[src/rtl/vend_pkg.sv]
// Shared types and encodings for the vending controller and its greedy change selector.
package vend_pkg;

    localparam int CREDIT_W = 8;

    typedef enum logic [2:0] {
        S_IDLE,
        S_CHECK,
        S_VEND,
        S_COIN_ON,
        S_COIN_GAP,
        S_CLEAR
    } state_t;

    localparam logic [CREDIT_W-1:0] COIN50_VAL = 8'd50;
    localparam logic [CREDIT_W-1:0] COIN20_VAL = 8'd20;
    localparam logic [CREDIT_W-1:0] COIN10_VAL = 8'd10;
    localparam logic [CREDIT_W-1:0] COIN5_VAL  = 8'd5;

    localparam logic [3:0] COIN50_OH = 4'b1000;
    localparam logic [3:0] COIN20_OH = 4'b0100;
    localparam logic [3:0] COIN10_OH = 4'b0010;
    localparam logic [3:0] COIN5_OH  = 4'b0001;

    localparam logic [3:0] ITEM0_OH = 4'b0001;
    localparam logic [3:0] ITEM1_OH = 4'b0010;
    localparam logic [3:0] ITEM2_OH = 4'b0100;
    localparam logic [3:0] ITEM3_OH = 4'b1000;

    function automatic logic [3:0] item_onehot(input logic [1:0] item);
        case (item)
            2'd0:    return ITEM0_OH;
            2'd1:    return ITEM1_OH;
            2'd2:    return ITEM2_OH;
            default: return ITEM3_OH;
        endcase
    endfunction

endpackage

[src/rtl/coin_pick.sv]
// Combinational greedy change selector: largest of 50/20/10/5 not exceeding the remainder.
module coin_pick
    import vend_pkg::*;
(
    input  logic [CREDIT_W-1:0] remainder,
    output logic [3:0]          coin,
    output logic [CREDIT_W-1:0] value,
    output logic                none
);

    always_comb begin
        coin  = 4'b0000;
        value = '0;
        none  = 1'b0;
        if (remainder >= COIN50_VAL) begin
            coin  = COIN50_OH;
            value = COIN50_VAL;
        end else if (remainder >= COIN20_VAL) begin
            coin  = COIN20_OH;
            value = COIN20_VAL;
        end else if (remainder >= COIN10_VAL) begin
            coin  = COIN10_OH;
            value = COIN10_VAL;
        end else if (remainder >= COIN5_VAL) begin
            coin  = COIN5_OH;
            value = COIN5_VAL;
        end else begin
            none  = 1'b1;
        end
    end

endmodule

[src/rtl/vend_ctrl.sv]
// Vending controller: checks funds, pulses dispense, pays change coin by coin, then clears credit.
// Defining VEND_CTRL_TIMEOUT_EN builds an idle auto-refund counter.
module vend_ctrl
    import vend_pkg::*;
#(
    parameter int PRICE0      = 25,
    parameter int PRICE1      = 40,
    parameter int PRICE2      = 55,
    parameter int PRICE3      = 75,
    parameter int PULSE_CYC   = 4,
    parameter int TIMEOUT_CYC = 1000
) (
    input  logic                clk,
    input  logic                rst,
    input  logic [CREDIT_W-1:0] credit,
    input  logic [1:0]          sel,
    input  logic                buy,
    input  logic                cancel,
    output logic                busy,
    output logic [3:0]          vend_out,
    output logic                vend_valid,
    output logic [3:0]          coin_out,
    output logic                short_funds,
    output logic                credit_clr,
    output logic [CREDIT_W-1:0] change_left
);

    localparam int PW = (PULSE_CYC > 1) ? $clog2(PULSE_CYC) : 1;

    if (PULSE_CYC < 1 || TIMEOUT_CYC < 1) begin : g_param_check
        $error("vend_ctrl: PULSE_CYC and TIMEOUT_CYC must be >= 1");
    end

    function automatic logic [CREDIT_W-1:0] price_of(input logic [1:0] item);
        case (item)
            2'd0:    return CREDIT_W'(PRICE0);
            2'd1:    return CREDIT_W'(PRICE1);
            2'd2:    return CREDIT_W'(PRICE2);
            default: return CREDIT_W'(PRICE3);
        endcase
    endfunction

    state_t              state, state_next;
    logic [1:0]          sel_q;
    logic [CREDIT_W-1:0] price_q, rem_q, rem_next, coin_val_q;
    logic [PW-1:0]       pulse_cnt;
    logic                pulse_last, funds_ok, refund_req, timeout;
    logic [3:0]          pick_coin;
    logic [CREDIT_W-1:0] pick_value;
    logic                pick_none;
    logic                busy_d, vend_valid_d, short_d, clr_d;
    logic [3:0]          vend_d, coin_d;

    assign pulse_last  = (pulse_cnt == PW'(PULSE_CYC - 1));
    assign funds_ok    = (credit >= price_q);
    assign refund_req  = (cancel || timeout) && (credit != '0);
    assign change_left = rem_q;

    // The selector looks at the remainder as it will be next cycle, so a coin can be
    // registered on the same edge that enters COIN_ON.
    coin_pick u_coin_pick (
        .remainder (rem_next),
        .coin      (pick_coin),
        .value     (pick_value),
        .none      (pick_none)
    );

`ifdef VEND_CTRL_TIMEOUT_EN
    logic [15:0]         idle_cnt;
    logic [CREDIT_W-1:0] credit_prev;

    always_ff @(posedge clk or posedge rst) begin
        if (rst) begin
            idle_cnt    <= '0;
            credit_prev <= '0;
        end else begin
            credit_prev <= credit;
            if (state != S_IDLE || buy || cancel || credit == '0 ||
                credit != credit_prev || timeout) begin
                idle_cnt <= '0;
            end else begin
                idle_cnt <= idle_cnt + 16'd1;
            end
        end
    end

    assign timeout = (state == S_IDLE) && (idle_cnt == 16'(TIMEOUT_CYC));
`else
    assign timeout = 1'b0;
`endif

    always_ff @(posedge clk or posedge rst) begin
        if (rst) begin
            state       <= S_IDLE;
            sel_q       <= '0;
            price_q     <= '0;
            rem_q       <= '0;
            coin_val_q  <= '0;
            pulse_cnt   <= '0;
            busy        <= 1'b0;
            vend_out    <= 4'b0000;
            vend_valid  <= 1'b0;
            coin_out    <= 4'b0000;
            short_funds <= 1'b0;
            credit_clr  <= 1'b0;
        end else begin
            state       <= state_next;
            rem_q       <= (state_next == S_CLEAR) ? '0 : rem_next;
            pulse_cnt   <= (state == S_COIN_ON && !pulse_last) ? pulse_cnt + PW'(1) : '0;
            if (state == S_IDLE && buy) begin
                sel_q   <= sel;
                price_q <= price_of(sel);
            end
            if (state_next == S_COIN_ON && state != S_COIN_ON) begin
                coin_val_q <= pick_value;
            end
            busy        <= busy_d;
            vend_out    <= vend_d;
            vend_valid  <= vend_valid_d;
            coin_out    <= coin_d;
            short_funds <= short_d;
            credit_clr  <= clr_d;
        end
    end

    always_comb begin
        state_next = state;
        rem_next   = rem_q;
        case (state)
            S_IDLE: begin
                if (buy) begin
                    state_next = S_CHECK;
                end else if (refund_req) begin
                    state_next = S_COIN_ON;
                    rem_next   = credit;
                end
            end
            S_CHECK: begin
                if (funds_ok) begin
                    state_next = S_VEND;
                    rem_next   = credit - price_q;
                end else begin
                    state_next = S_IDLE;
                end
            end
            S_VEND:     state_next = pick_none ? S_CLEAR : S_COIN_ON;
            S_COIN_ON: begin
                if (pulse_last) begin
                    state_next = S_COIN_GAP;
                    rem_next   = rem_q - coin_val_q;
                end
            end
            S_COIN_GAP: state_next = pick_none ? S_CLEAR : S_COIN_ON;
            S_CLEAR:    state_next = S_IDLE;
            default:    state_next = S_IDLE;
        endcase
    end

    always_comb begin
        busy_d       = (state_next != S_IDLE);
        vend_valid_d = (state_next == S_VEND);
        vend_d       = vend_valid_d ? item_onehot(sel_q) : 4'b0000;
        coin_d       = (state_next == S_COIN_ON) ? pick_coin : 4'b0000;
        short_d      = (state == S_CHECK) && !funds_ok;
        clr_d        = (state_next == S_CLEAR);
    end

endmodule

[config.mk]
export PLATFORM = sky130hd
export DESIGN_NAME = vend_ctrl
export DESIGN_NICKNAME = d
export VERILOG_FILES = /design/src/rtl/vend_pkg.sv /design/src/rtl/coin_pick.sv /design/src/rtl/vend_ctrl.sv
export SDC_FILE = /design/constraint.sdc
export NUM_CORES = 1
export LEC_CHECK = 0
export BUFFER_PORTS_ARGS = -buffer_cell sky130_fd_sc_hd__buf_2
export CAP_MARGIN = 20
export CELL_PAD_IN_SITES_DETAIL_PLACEMENT = 0
export CELL_PAD_IN_SITES_GLOBAL_PLACEMENT = 1
export CORE_MARGIN = 1.5
export CORE_UTILIZATION = 36
export CTS_BUF_LIST = sky130_fd_sc_hd__clkbuf_4 sky130_fd_sc_hd__clkbuf_8
export CTS_CLUSTER_DIAMETER = 120
export DETAILED_ROUTE_END_ITERATION = 12
export GPL_TIMING_DRIVEN = 0
export PLACE_DENSITY_LB_ADDON = 0.1
export SYNTH_ARGS = -nofsm -noshare
export SYNTH_HDL_FRONTEND = slang
export SYNTH_SLANG_ARGS = --single-unit
[constraint.sdc]
create_clock -name clk -period 8 [get_ports clk]
set_clock_uncertainty 0.2 [all_clocks]
set_input_delay 1.2 -clock clk [delete_from_list [all_inputs] [get_ports clk]]
set_output_delay 1.2 -clock clk [all_outputs]
set_load 0.03 [all_outputs]
# Yosys cells after proc, flatten, opt, wreduce, memory -nomap -nowiden
# Index checks and enable logic that the tools add are counted.
[op_classes] n_addsub=3 magnitude_cmp=5 n_eq_ne=13 n_mux=29 n_reduce_logical=13
[ops] op="$mux W8" n=8
[ops] op="$pmux W8 S3" n=1
[ops] op="$pmux W7 S3" n=1
[ops] op="$mux W4" n=5
[ops] op="$sub A8 B8 Y8" n=2
[ops] op="$mux W3" n=5
[ops] op="$eq A3 B2 Y1 const B" n=4
[ops] op="$pmux W3 S4" n=1
[ops] op="$pmux W4 S3" n=1
[ops] op="$ge A8 B3 Y1 const B" n=1
[ops] op="$ge A8 B4 Y1 const B" n=1
[ops] op="$ge A8 B5 Y1 const B" n=1
[ops] op="$ge A8 B6 Y1 const B" n=1
[ops] op="$ge A8 B8 Y1" n=1
[ops] op="$reduce_bool A8 Y1" n=1
[ops] op="$eq A2 B2 Y1 const B" n=3
[ops] op="$eq A3 B3 Y1 const B" n=2
[ops] op="$logic_and A1 B1 Y1" n=5
[ops] op="$mux W1" n=5
[ops] op="$eq A2 B1 Y1 const B" n=2
[ops] op="$logic_not A2 Y1" n=2
[ops] op="$mux W2" n=2
[ops] op="$eq A3 B1 Y1 const B" n=1
[ops] op="$logic_not A3 Y1" n=1
[ops] op="5 further kinds" n=6
[totals] ff_bits=43 inputBits=14 out_inout_bits=20 word_cells=75

# Depth between registers and ports, before layout
[depth] ltp_word=14 mapped_depth=15 depth_no_buf=13

# By module
# From an unflattened synthesis, not the netlist that was laid out.
[unflattened] hier_cells=322 area_unflattened_um2=2959.1
[modules_own_cells] mod="vend_ctrl" n_inst=1 cells_each=301 area_each_um2=2803.9 seq_area_each_um2=1051.0
[modules_own_cells] mod="coin_pick" n_inst=1 cells_each=21 area_each_um2=155.1 seq_area_each_um2=0.0

# Worst setup path after synthesis
# No wires, ideal clock.
[synth_timing] path_kind="input -> register" from="input port credit[0]" to="register coin_val_q[0]" setup_time_ns=0.125 arrival_ns=3.982 t_required_ns=7.675 slack_ns=3.693 stages=13 path_buffers=0 cell_sequence="inv_1 -> ha_1 -> fa_1 -> nand2b_1 -> a211oi_4 -> nor3_2 -> or3_4 -> a221oi_4 -> inv_2 -> nor2_1 -> and4bb_4 -> o21ai_4 -> mux2_4"
[synth_via] elab_chain_len=14 word_cells_on_any_way=27 classes_between="add/sub (1); order compare (5); eq/ne (1); mux (17); reduce/logical (3)"
[synth_lines] item="start, declared" line_no="vend_ctrl.sv:15" text="input logic [CREDIT_W-1:0] credit,"
[synth_lines] item="parallel branches: the longest is 14 deep, another holds $sub A8 B8 Y8"
[synth_lines] item="end signal, assigned" line_no="vend_ctrl.sv:115" text="coin_val_q <= pick_value;"
[synth_lines] item="end, declared" line_no="vend_ctrl.sv:45" text="logic [CREDIT_W-1:0] price_q, rem_q, rem_next, coin_val_q;"
# Several ways; the timed one is not identified.
# A chain may end at the register's enable or synchronous reset.

# Worst setup path after layout
[layout_timing] from="input port credit[0]" to="register coin_val_q[1]"
# Same word-level chain as after synthesis.

==> impl_metrics.tcl <==
set metrics [dict create \
    cpMostUsedCell "nor3_2" \
    place.gp.congestion 0.840 \
    drc 0 \
    die_y_um 90.8 \
    grt_max_degree 41 \
    grt_pass1_wl_um 12100 \
    htree_num_levels 2 \
    fill_cells 747 \
    drtIter0Drc 85 \
    initial_utilization_pct 37.6 \
    synth_seq_area_share_pct 36.1 \
    drive_gt1_share_pct 23.1 \
    r2r_start "price_q[0]" \
    dp.cells 420 \
    path_class "in2reg" \
    critPathMaxStageDelay_ns 0.43 \
    cap_violations 0 \
    synth.avg_cell_area_um2 9.63 \
    die-area_um2 8240 \
    min_period_ns 4.49 \
    slew_headroom_pct 41.5 \
    synthArstFlopShare_pct 100 \
    cts_post_setup_buffers_inserted 0 \
    drt_wl_total_um 7180 \
    clk_latency_ns 0.29 \
    hpwl_um 5630 \
    rows 31 \
    drtPass1Iterations 4 \
    critPathTopFamily "simple AND/OR/NAND/NOR gates" \
    grt_antenna_before_repair 0 \
    cts_resized 0 \
    gr-total-overflow 0 \
    crit_buf_inv 3 \
    hold_viol_final 0 \
    synth_edf_count 0 \
    clkTransAtPathRegs_ns 0.08 \
    place_ws_ns 3.19 \
    cp-end-kind "flop" \
    yosysWarnings 0 \
    holdCritStartpoint "pulse_cnt[0]" \
    area_delta_synth_final_pct 15.0 \
    setup_ws_ns 3.51 \
    required_ns 7.99 \
    cts_buffers 5 \
    final_cell_mix "buf_2, dfrtp_1, inv_1, nor2_1, ha_1" \
    yosysTopAreaCell "dfrtp_1" \
    rsz0062_at_grt "false" \
    cts_tree "done" \
    route.vias.total 2318 \
    wl_per_cell_um 16.8 \
    die_w_um 90.8 \
    seq_area_um2 1000 \
    outcome "completed" \
    totalNegativeSetupSlack_ns 0 \
    synth_top_area_share_pct 36.1 \
    crit_chain "buf_2 > inv_1 > ha_1 > fa_1 > nand2b_1 > a211oi_4 > nor3_2 > or3_4 > a221oi_4 > inv_2 > o211a_1 > nor3_2 > o21ai_1 > mux2_4" \
    slew_viol_final 0 \
    ys_top_cells_by_area "dfrtp_1, ha_1, inv_1, nor2_1, o21ai_0" \
    viasPerCell 5.42 \
    fin_crit_sh_pct 56.1 \
    cts_sinks 40 \
    final_util_pct 43.3 \
    setup_viol 0 \
    drt.antenna.violating_nets 0 \
    irDropWorstVdd_uv 219 \
    power_density_nw_per_um2 495 \
    clock_path_buffers 2 \
    syn_nets 323 \
    io_buffers 33 \
    multi_input_area_um2 1610 \
    min_path_type "reg2reg" \
    cp_slowest_cell "fa_1" \
    p_leak_uw 0.00153 \
    grt_pass1_vias 2370 \
    ys_types 68 \
    power_uw 1580 \
    syn_area_um2 2770 \
    synthCells 288 \
    antenna_cells 0 \
    ys_seq_elements 40 \
    arrival_ns 4.47 \
    fin_cells 428 \
    worstSetupStartpointType "input port" \
    nets 363 \
    cp_max_fo 8 \
    clockRootBuffer "clkbuf_8" \
    cp-startpoint "credit[0]" \
    cts_hold_buf 0 \
    worst_slew_pin_slew_ns 0.875 \
    pin_count 34 \
    max_freq_mhz 223 \
    synth-main-ff-cell "dfrtp_1" \
    core_area_um2 7370 \
    track_usage_pct 18.6 \
]
==> cells by family (layout without fill, tap and decap cells) <==
| family | after synthesis | after routing | synth area share [%] |
|---|---|---|---|
| compound gates | 76 | 76 | 21.3 |
| xor+xnor | 9 | 9 | 2.84 |
| fa+ha+maj | 21 | 21 | 10.0 |
| buf+inv | 42 | 83 | 6.14 |
| flops | 40 | 40 | 36.1 |
| mux | 11 | 11 | 4.83 |
| simple gates | 89 | 89 | 18.7 |
==> worst register-to-register path: cells and delay by family, from the launching register on <==
family                   cells  cell delay (ns)
AND/OR/NAND/NOR              4             1.06
flip-flops                   1             0.39
AO/OA/AOI/OAI                4             1.06
buffers and inverters        1             0.10
multiplexers                 1             0.28
adder cells (fa/ha/maj)      2             0.64
==> synthesized netlist by cell type (all sizes together), types with 3 or more instances <==
master  count
a211o       3
a211oi      3
a21o        3
a21oi      10
a221o       4
a221oi      4
a31oi       3
and2        3
buf         8
dfrtp      40
ha         19
inv        33
mux2        7
mux2i       4
nand2      14
nand2b      4
nand3       4
nand4       3
nor2       22
nor2b       4
nor3       12
nor3b       3
nor4        3
o21a        4
o21ai      18
o221ai      5
or2         4
xnor2       7
==> where the power goes <==
part | internal [µW] | switching, µW | total [µW]
Clock | 102 | 76.5 | 179
Sequential | 290 | 47.7 | 337
Combinational | 417 | 645 | 1060
==> registers in the layout, indices dropped and copies added, names as in the netlist <==
signal       count
pulse_cnt        2
short_funds      1
coin_out         4
credit_clr       1
vend_valid       1
price_q          7
state            3
sel_q            2
vend_out         4
coin_val_q       6
change_left      8
busy             1
==> area by class of cell <==
cell class,instances,share of cell area (%)
sequential,40,31.4
buffer,9,1.45
timing repair buffer,33,5.18
clock inverter,2,1.22
inverter,33,3.88
multi-input combinational,206,50.4
tap,99,3.88
clock buffer,6,2.59
==> metal layers <==
metal  GRT usage, %  share of wire (%)
met3           3.28                4.1
met5              0                  0
met4           4.37                1.1
met2           28.1                 44
met1           27.4                 51
==> per-stage QoR <==
step	hold WS (ns)	cell area (µm²)
after floorplan	0.215	2770
after global placement	0.235	3060
after detailed placement	0.239	3070
after CTS	0.251	3190
after global routing	0.280	3190
final	0.245	3190
==> worst paths after layout <==
path                                 end  slack (ns)  depth (start not counted)
max                        coin_val_q[1]        3.51                         14
min                         pulse_cnt[0]        0.24                          1
max reg2reg                coin_val_q[1]        4.19                         12
min reg2reg                 pulse_cnt[0]        0.24                          1
max in group asynchronous       sel_q[1]        6.21                          2
min in group asynchronous  coin_val_q[0]        0.86                          2
Note: power is estimated with default switching activity, not from simulation.
